--- src/rtl/ui_pkg.sv ---
// Shared definitions for the labkit user-interface front end: button indices,
// input counts, and the fixed key priority used by the press arbiter.
package ui_pkg;

  localparam int unsigned BTN_ENTER = 0;
  localparam int unsigned BTN_UP    = 1;
  localparam int unsigned BTN_DOWN  = 2;
  localparam int unsigned BTN_LEFT  = 3;
  localparam int unsigned BTN_RIGHT = 4;

  localparam int unsigned NUM_BTN = 5;
  localparam int unsigned NUM_SW  = 8;

  typedef logic [NUM_BTN-1:0] btn_vec_t;
  typedef logic [NUM_SW-1:0]  sw_vec_t;

  // Highest priority first: enter > left > right > up > down.
  localparam logic [2:0] BTN_PRIO [NUM_BTN] = '{
    3'(BTN_ENTER), 3'(BTN_LEFT), 3'(BTN_RIGHT), 3'(BTN_UP), 3'(BTN_DOWN)
  };

  function automatic btn_vec_t arbitrate(input btn_vec_t req);
    btn_vec_t gnt;
    logic     found;
    gnt   = '0;
    found = 1'b0;
    for (int unsigned i = 0; i < NUM_BTN; i++) begin
      if (!found && req[BTN_PRIO[i]]) begin
        gnt[BTN_PRIO[i]] = 1'b1;
        found            = 1'b1;
      end
    end
    return gnt;
  endfunction

endpackage

--- src/rtl/debounce_cell.sv ---
// One-bit two-flop synchronizer followed by a consecutive-disagreement debouncer.
// Input must already be normalised to 1 = asserted.
module debounce_cell #(
  parameter int unsigned DEBOUNCE_CYCLES = 270000,
  parameter logic        RST_VAL         = 1'b0
) (
  input  logic clk,
  input  logic reset,
  input  logic raw_i,
  output logic level_o
);

  localparam int unsigned CW = $clog2(DEBOUNCE_CYCLES + 1);

  logic          sync1_q, sync2_q;
  logic          stable_q, stable_d;
  logic [CW-1:0] cnt_q, cnt_d;

  always_comb begin
    stable_d = stable_q;
    cnt_d    = '0;
    if (sync2_q != stable_q) begin
      if (cnt_q == CW'(DEBOUNCE_CYCLES - 1)) stable_d = sync2_q;
      else                                  cnt_d    = cnt_q + 1'b1;
    end
  end

  always_ff @(posedge clk) begin
    if (reset) begin
      sync1_q  <= RST_VAL;
      sync2_q  <= RST_VAL;
      stable_q <= RST_VAL;
      cnt_q    <= '0;
    end else begin
      sync1_q  <= raw_i;
      sync2_q  <= sync1_q;
      stable_q <= stable_d;
      cnt_q    <= cnt_d;
    end
  end

  assign level_o = stable_q;

endmodule

--- src/rtl/button_conditioner.sv ---
// Labkit button/switch front end: debounced levels, press detection, auto-repeat,
// pending buffer and a priority arbiter emitting one registered pulse per cycle.
module button_conditioner
  import ui_pkg::*;
#(
  parameter int unsigned        ACTIVE_LOW      = 1,
  parameter int unsigned        DEBOUNCE_CYCLES = 270000,
  parameter int unsigned        REPEAT_DELAY    = 13500000,
  parameter int unsigned        REPEAT_PERIOD   = 2700000,
  parameter logic [NUM_BTN-1:0] REPEAT_MASK     = 5'b00110
) (
  input  logic              clk,
  input  logic              reset,
  input  logic [NUM_BTN-1:0] btn_raw,
  input  logic [NUM_SW-1:0]  sw_raw,
  output logic              enter,
  output logic              up,
  output logic              down,
  output logic              left,
  output logic              right,
  output logic [NUM_BTN-1:0] btn_level,
  output logic [NUM_SW-1:0]  sw_db
);

  localparam int unsigned HW = $clog2(REPEAT_DELAY + 1);
  localparam int unsigned PW = $clog2(REPEAT_PERIOD + 1);

  btn_vec_t btn_norm, level, level_q;
  btn_vec_t press, rpt, evt;
  btn_vec_t pend_q, pend_d, grant, pulse_q;
  sw_vec_t  sw_level;

  logic [HW-1:0] hold_q [NUM_BTN];
  logic [HW-1:0] hold_d [NUM_BTN];
  logic [PW-1:0] per_q  [NUM_BTN];
  logic [PW-1:0] per_d  [NUM_BTN];

  assign btn_norm = (ACTIVE_LOW != 0) ? ~btn_raw : btn_raw;

  for (genvar g = 0; g < NUM_BTN; g++) begin : g_btn
    debounce_cell #(.DEBOUNCE_CYCLES(DEBOUNCE_CYCLES), .RST_VAL(1'b0)) u_cell (
      .clk(clk), .reset(reset), .raw_i(btn_norm[g]), .level_o(level[g])
    );
  end

  for (genvar g = 0; g < NUM_SW; g++) begin : g_sw
    debounce_cell #(.DEBOUNCE_CYCLES(DEBOUNCE_CYCLES), .RST_VAL(1'b0)) u_cell (
      .clk(clk), .reset(reset), .raw_i(sw_raw[g]), .level_o(sw_level[g])
    );
  end

  // Hold counter saturates at REPEAT_DELAY; a separate period counter then paces
  // the repeats so nothing ever wraps into a spurious event.
  always_comb begin
    rpt = '0;
    for (int unsigned i = 0; i < NUM_BTN; i++) begin
      hold_d[i] = '0;
      per_d[i]  = '0;
      if (level[i]) begin
        if (hold_q[i] != HW'(REPEAT_DELAY)) begin
          hold_d[i] = hold_q[i] + 1'b1;
        end else begin
          hold_d[i] = hold_q[i];
          rpt[i]    = REPEAT_MASK[i] && (per_q[i] == '0);
          if (per_q[i] != PW'(REPEAT_PERIOD - 1)) per_d[i] = per_q[i] + 1'b1;
        end
      end
    end
  end

  assign press = level & ~level_q;
  assign evt   = press | rpt;
  assign grant = arbitrate(pend_q);
  // Set after clear so a new event arriving on the grant cycle is kept.
  assign pend_d = (pend_q & ~grant) | evt;

  always_ff @(posedge clk) begin
    if (reset) begin
      level_q <= '0;
      pend_q  <= '0;
      pulse_q <= '0;
      for (int unsigned i = 0; i < NUM_BTN; i++) begin
        hold_q[i] <= '0;
        per_q[i]  <= '0;
      end
    end else begin
      level_q <= level;
      pend_q  <= pend_d;
      pulse_q <= grant;
      for (int unsigned i = 0; i < NUM_BTN; i++) begin
        hold_q[i] <= hold_d[i];
        per_q[i]  <= per_d[i];
      end
    end
  end

  assign enter     = pulse_q[BTN_ENTER];
  assign up        = pulse_q[BTN_UP];
  assign down      = pulse_q[BTN_DOWN];
  assign left      = pulse_q[BTN_LEFT];
  assign right     = pulse_q[BTN_RIGHT];
  assign btn_level = level;
  assign sw_db     = sw_level;

endmodule

--- config.mk ---
export PLATFORM = sky130hd
export DESIGN_NAME = button_conditioner
export DESIGN_NICKNAME = d
export VERILOG_FILES = /design/src/rtl/ui_pkg.sv /design/src/rtl/debounce_cell.sv /design/src/rtl/button_conditioner.sv
export SDC_FILE = /design/constraint.sdc
export NUM_CORES = 1
export LEC_CHECK = 0
export ABC_AREA = 1
export CAP_MARGIN = 20
export CORE_MARGIN = 1
export CORE_UTILIZATION = 41
export DETAILED_ROUTE_END_ITERATION = 10
export HOLD_SLACK_MARGIN = 0.02
export PLACE_DENSITY_LB_ADDON = 0.1
export SLEW_MARGIN = 0
export SYNTH_ARGS = -nofsm -noshare
export SYNTH_HDL_FRONTEND = slang
export SYNTH_SLANG_ARGS = --single-unit
--- constraint.sdc ---
create_clock -name clk -period 1.5 [get_ports clk]
set_clock_uncertainty 0.05 [all_clocks]
set_input_delay 0.3 -clock clk [delete_from_list [all_inputs] [get_ports clk]]
set_output_delay 0.3 -clock clk [all_outputs]
set_load 0.05 [all_outputs]
Word-level counts from Yosys, hierarchy flattened
Memories as Yosys holds them, arrays and structs flattened. Index checks and enable logic that the tools add are counted.

Eq/ne operators: 36. Reductions and logical operators: 36. Add/sub/neg operators: 23. Mux-type cells: 50. Bitwise logic cells: 30.

Operators by type and width (number): two-way mux 22 bit (20); two-way mux 24 bit (15); adder 19 x 1 -> 19 bit, second input constant (13); == test 19 bit, second input constant (13); adder 24 x 1 -> 24 bit, second input constant (5); != test 24 bit, second input constant (5); adder 22 x 1 -> 22 bit, second input constant (5); != test 22 bit, second input constant (5); logical NOT 22 bit (2); OR reduction 3 bit (13); AND reduction 2 bit (13); two-way mux 1 bit (15); inverter 5 bit (3); != test 1 bit (13); inverter 1 bit (13); AND 5 bit (2); bitwise OR 1 bit (10); bitwise OR 5 x 3 -> 5 bit (1); bitwise OR 5 bit (1); logical AND 1 bit (4); logical NOT 1 bit (4).

Logic and storage cells: 232. Output and inout bits: 18. Input port bits: 15. Memories kept: 2. Bits in registers: 301. Bits in writable memories: 230.

Memory list: hold_q (depth 5, width 24, read ports 5, clocked after Yosys merged registers in 0, wr ports 5, line button_conditioner.sv:33) `logic [HW-1:0] hold_q [NUM_BTN];`; per_q (depth 5, width 22, read ports 5, clocked after Yosys merged registers in 0, wr ports 5, line button_conditioner.sv:35) `logic [PW-1:0] per_q [NUM_BTN];`.

Logic depth before layout (Yosys ltp)
Word-level depth: 16. Gate-level depth with buffers: 11. Gate-level depth less buffers: 11.

By module
A second synthesis with hierarchy kept.

Cell total of the unflattened synthesis: 2953. Area total of the unflattened synthesis: 19790.2 um^2.

Modules (own cells, without submodules): debounce_cell (g_btn[0].u_cell ...) (cells an instance 163, seq. area each 440.4 um^2, area each 1091.0 um^2, times used 12); button_conditioner (cells an instance 840, seq. area each 2142.1 um^2, area each 5596.6 um^2, times used 1); debounce_cell (g_sw[7].u_cell) (cells an instance 157, seq. area each 440.4 um^2, area each 1101.1 um^2, times used 1).

Least setup slack after synthesis
Ideal clock, no wire load.

Path kind: register -> register. Start point: register g_sw[6].u_cell.cnt_q[0]. End point: register g_sw[6].u_cell.cnt_q[15]. Setup time: 122 ps. Setup slack: -141 ps. Buffers on the path: 1. Stages on the path, launching flop included: 10. Clock period less this slack: 1641 ps. Data required time: 1328 ps. Data arrival time: 1469 ps. Cell sequence: dfxtp_1 ha_1 nand2_1 nor2_4 inv_2 nor2_1 nand3_1 nand2_2 buf_4 a21oi_1.

Longest elaborated chain between the ends: 2. Elaborated cells between the ends (all ways): 3. Classes of those cells: add/sub (1); eq/ne (1); reduce/logical (1).

RTL lines: start, declared (line debounce_cell.sv:17) `logic [CW-1:0] cnt_q, cnt_d;`; start signal, assigned (line debounce_cell.sv:38) `cnt_q <= cnt_d;`; branches (longest 2 deep; another with adder 19 x 1 -> 19 bit).

Parallel ways; which one is timed is not known. A chain may end at the register's enable or synchronous reset.

Worst setup path in the final report
Start point: register g_sw[0].u_cell.cnt_q[0]. End point: register g_sw[0].u_cell.cnt_q[16].

Longest elaborated chain between the ends: 2. Elaborated cells between the ends (all ways): 3. Classes of those cells: add/sub (1); eq/ne (1); reduce/logical (1).

RTL lines (line): start, declared (debounce_cell.sv:17); start signal, assigned (debounce_cell.sv:38); branches (longest 2 deep; another with adder 19 x 1 -> 19 bit).

Parallel ways; which one is timed is not known.

==> summary.txt <==
status - finished, violations left
failing checks - setup timing
vias in the first global route - 17400
clock root cell - clkbuf_16
Initial Util - 0.4188
post-layout minimum cycle time - 1.565 ns
fraction of layout cells with a size suffix above 1 - 0.2824
synth warn - 0
Routed Antenna Nets - 0
height of the die - 218.2 um
Arrival @ worst endpoint - 1.97 ns
reg2reg start - g_sw[0].u_cell.cnt_q[0]
Crit path top cell by count - nand2_4
cell family with most CP delay - simple AND/OR/NAND/NOR gates
die area - 47620 um2
TritonCTS clock tree - yes
Tot GR Track Use - 0.1917
final worst slack - -0.06488 ns
first-pass GRT wire length - 77880 um
DR vias - 18590
DRC - 0
R2R Path End - g_sw[0].u_cell.cnt_q[16]
Net Count, Synth - 2851
RSZ-0062 raised after global routing - yes
DR WL/cell - 12.36 um
fmax - 0.6390 GHz
number of distinct library cells after synthesis - 41
syn_area_per_cell - 6.810 um2
Vias per Instance - 4.859
worst-path maximum fanout - 6
Hold Crit Class - in -> reg
most common cell after layout, fill and taps aside - nand2_1
final non-filler cell total - 3826
Total Nets Final - 3225
sequential share of the synthesized area - 0.4104
dpl hpwl - 32820 um
Period Utilization, post-route - 1.043
final hold slack - 0.1638 ns
reg2reg setup slack - -0.06 ns
most frequent cells in the layout - 568 x nand2_1, 465 x nor2_1, 323 x inv_1, 316 x dfxtp_1, 282 x buf_4
type of origin of the critical path - flop
CP Launch Point - g_sw[0].u_cell.cnt_q[0]
DP Area - 22620 um2
CTS sink count - 393
Least-Margin Pin Slew - 0.6526 ns
MaxCap Viol Count - 0
Antenna diodes - 0
# rows - 78
crit path kind - reg -> reg
routed wire length - 47270 um
#FFs+latches synth - 393
Final setup viols - 43
total congestion overflow - 0
slowest stage delay, CP - 0.35 ns
slew margin rel. - 0.5649
Bufs on Longest Clock Path - 3
core area - 45770 um2
initial antenna violation count - 0
worst reg2reg path depth - 9
post-layout util - 0.5781
Worst Setup EP - g_sw[0].u_cell.cnt_q[16]
Worst EP required - 1.90 ns
total CTS buffers - 46
die width - 218.2 um
Final Wtd Congestion - 0.8926
Finished Cell Area - 26460 um2
synth-to-layout area growth - 38.04%
CP bufs+invs - 2
DR pass1 iterations - 6
CP endpoint kind - flop
largest net degree at the start of global routing - 20
Syn Inst Count - 2815
Pwr Density - 853.7 nW/um2
Buffers on Ports - 32
I/O Pins - 33
final count of hold timing violations - 0
static leakage - 9.316 nW
worst-path cell chain - ha_4, nand2_4, nor2_4, nand2_2, nor3_4, nand2_4, buf_6, nand3_2, inv_1
placed cell count - 3686
min-delay src - reset
clock-pin slew on the worst setup and hold paths - 0.06 ns
pre-CTS WS - -0.1270 ns
Iteration-0 DRC Markers - 999
hold_buf cts - 0
CP max-delay cell - dfxtp_2
CP Depth - 9
worst ir drop on vdd - 834.2 uV
Cell Area, Synth - 19170 um2
H-tree levels - 2
Final Slew Violations - 0
Worst-Skew Late Latency - 0.57 ns
==> Yosys cell counts, drive strengths merged <==
library cell | instances | share of area
nand2 | 629 | 0.13
nor2 | 612 | 0.13
dfxtp | 393 | 0.41
inv | 354 | 0.069
nand3 | 190 | 0.051
a21oi | 160 | 0.042
nor3 | 106 | 0.030
nand4 | 87 | 0.028
xor2 | 64 | 0.029
o21ai | 47 | 0.012
xnor2 | 42 | 0.019
buf | 34 | 0.013
or2 | 34 | 0.011
ha | 21 | 0.014
nand3b | 15 | 0.0059
clkbuf | 8 | 0.0016
a31oi | 5 | 0.0016
nor3b | 4 | 0.0016
nor4 | 2 | 0.0013
o21a | 2 | 0.00078
o21bai | 2 | 0.00078
o31ai | 2 | 0.00078
and2 | 1 | 0.00033
clkinv | 1 | 0.00020
==> worst min-delay path by stage <==
stage | to | slack (ns) | cells past startpoint
final | g_sw[1].u_cell.sync2_q | 0.16 | 3
after global routing | g_sw[1].u_cell.sync2_q | 0.14 | 3
after CTS | g_sw[1].u_cell.sync2_q | 0.11 | 3
after detailed placement | pend_q[0] | 0.33 | 1
after global placement | pend_q[0] | 0.33 | 1
after floorplan | g_btn[4].u_cell.sync1_q | 0.32 | 1
==> stage by stage <==
step | power (mW) | TNS (ns)
after floorplan | 10.88 | -0.3122
after global placement | 11.02 | -2.570
after detailed placement | 11.02 | -9.660
after CTS | 22.91 | -0.3485
after global routing | 23.41 | -9.223
final | 22.59 | -0.9551
==> repair_timing <==
action | CTS | global route
cloned | 2 | 12
setup endpoints to repair | 259 | 329
buffers inserted | 15 | 32
pin swaps | 30 | 98
resized for setup | 108 | 374
==> worst register-to-register path, delay by kind of cell (launching register included) <==
family | cells | cell delay, ns
buffers and inverters | 2 | 0.21
flip-flops | 1 | 0.35
adder cells (fa/ha/maj) | 1 | 0.16
AND/OR/NAND/NOR | 6 | 0.69
==> registers in the layout, summed over array words and instances (netlist names) <==
name and count:
per_q 44, g_btn.u_cell.cnt_q 95, g_sw.u_cell.cnt_q 152, g_sw.u_cell.sync1_q 8
g_sw.u_cell.sync2_q 8, g_btn.u_cell.level_o 5, g_btn.u_cell.sync1_q 5, pulse_q 5
level_q 5, pend_q 5, hold_q 48, g_sw.u_cell.level_o 8
g_btn.u_cell.sync2_q 5
==> per-layer routing <==
| layer | vias up | wire (um) | track usage |
|---|---|---|---|
| met3 | 73 | 1679 | 0.02937 |
| met2 | 286 | 22460 | 0.3240 |
| met4 | 0 | 905 | 0.05571 |
| met5 | - | 0 | 0 |
| met1 | 8548 | 22230 | 0.2510 |
| li1 | 9685 | - | - |
==> area by class of cell <==
| type | instances | area [um2] |
|---|---|---|
| Clock buffer | 66 | 1380 |
| Clock inverter | 19 | 234.0 |
| Fill cell | 4196 | 19310 |
| Inverter | 355 | 1349 |
| Multi-Input combinational cell | 2029 | 11370 |
| Sequential cell | 393 | 7984 |
| Tap cell | 600 | 750.7 |
| Timing Repair Buffer | 364 | 3390 |
==> report_power, final <==
| group | switching (mW) | internal [mW] | total, mW |
|---|---|---|---|
| registers | 0.0265 | 10.5 | 10.5 |
| logic | 0.189 | 0.163 | 0.353 |
| clock network | 4.49 | 7.26 | 11.7 |
| total | 4.70 | 17.9 | 22.6 |
==> cells by family after synthesis <==
group,share of synthesized area
AO/OA/AOI/OAI,0.05861
XOR/XNOR,0.04843
adder cells (fa/ha/maj),0.01371
buffers and inverters,0.08446
flip-flops,0.4104
AND/OR/NAND/NOR,0.3844
Note: power is estimated with default switching activity, not from simulation.
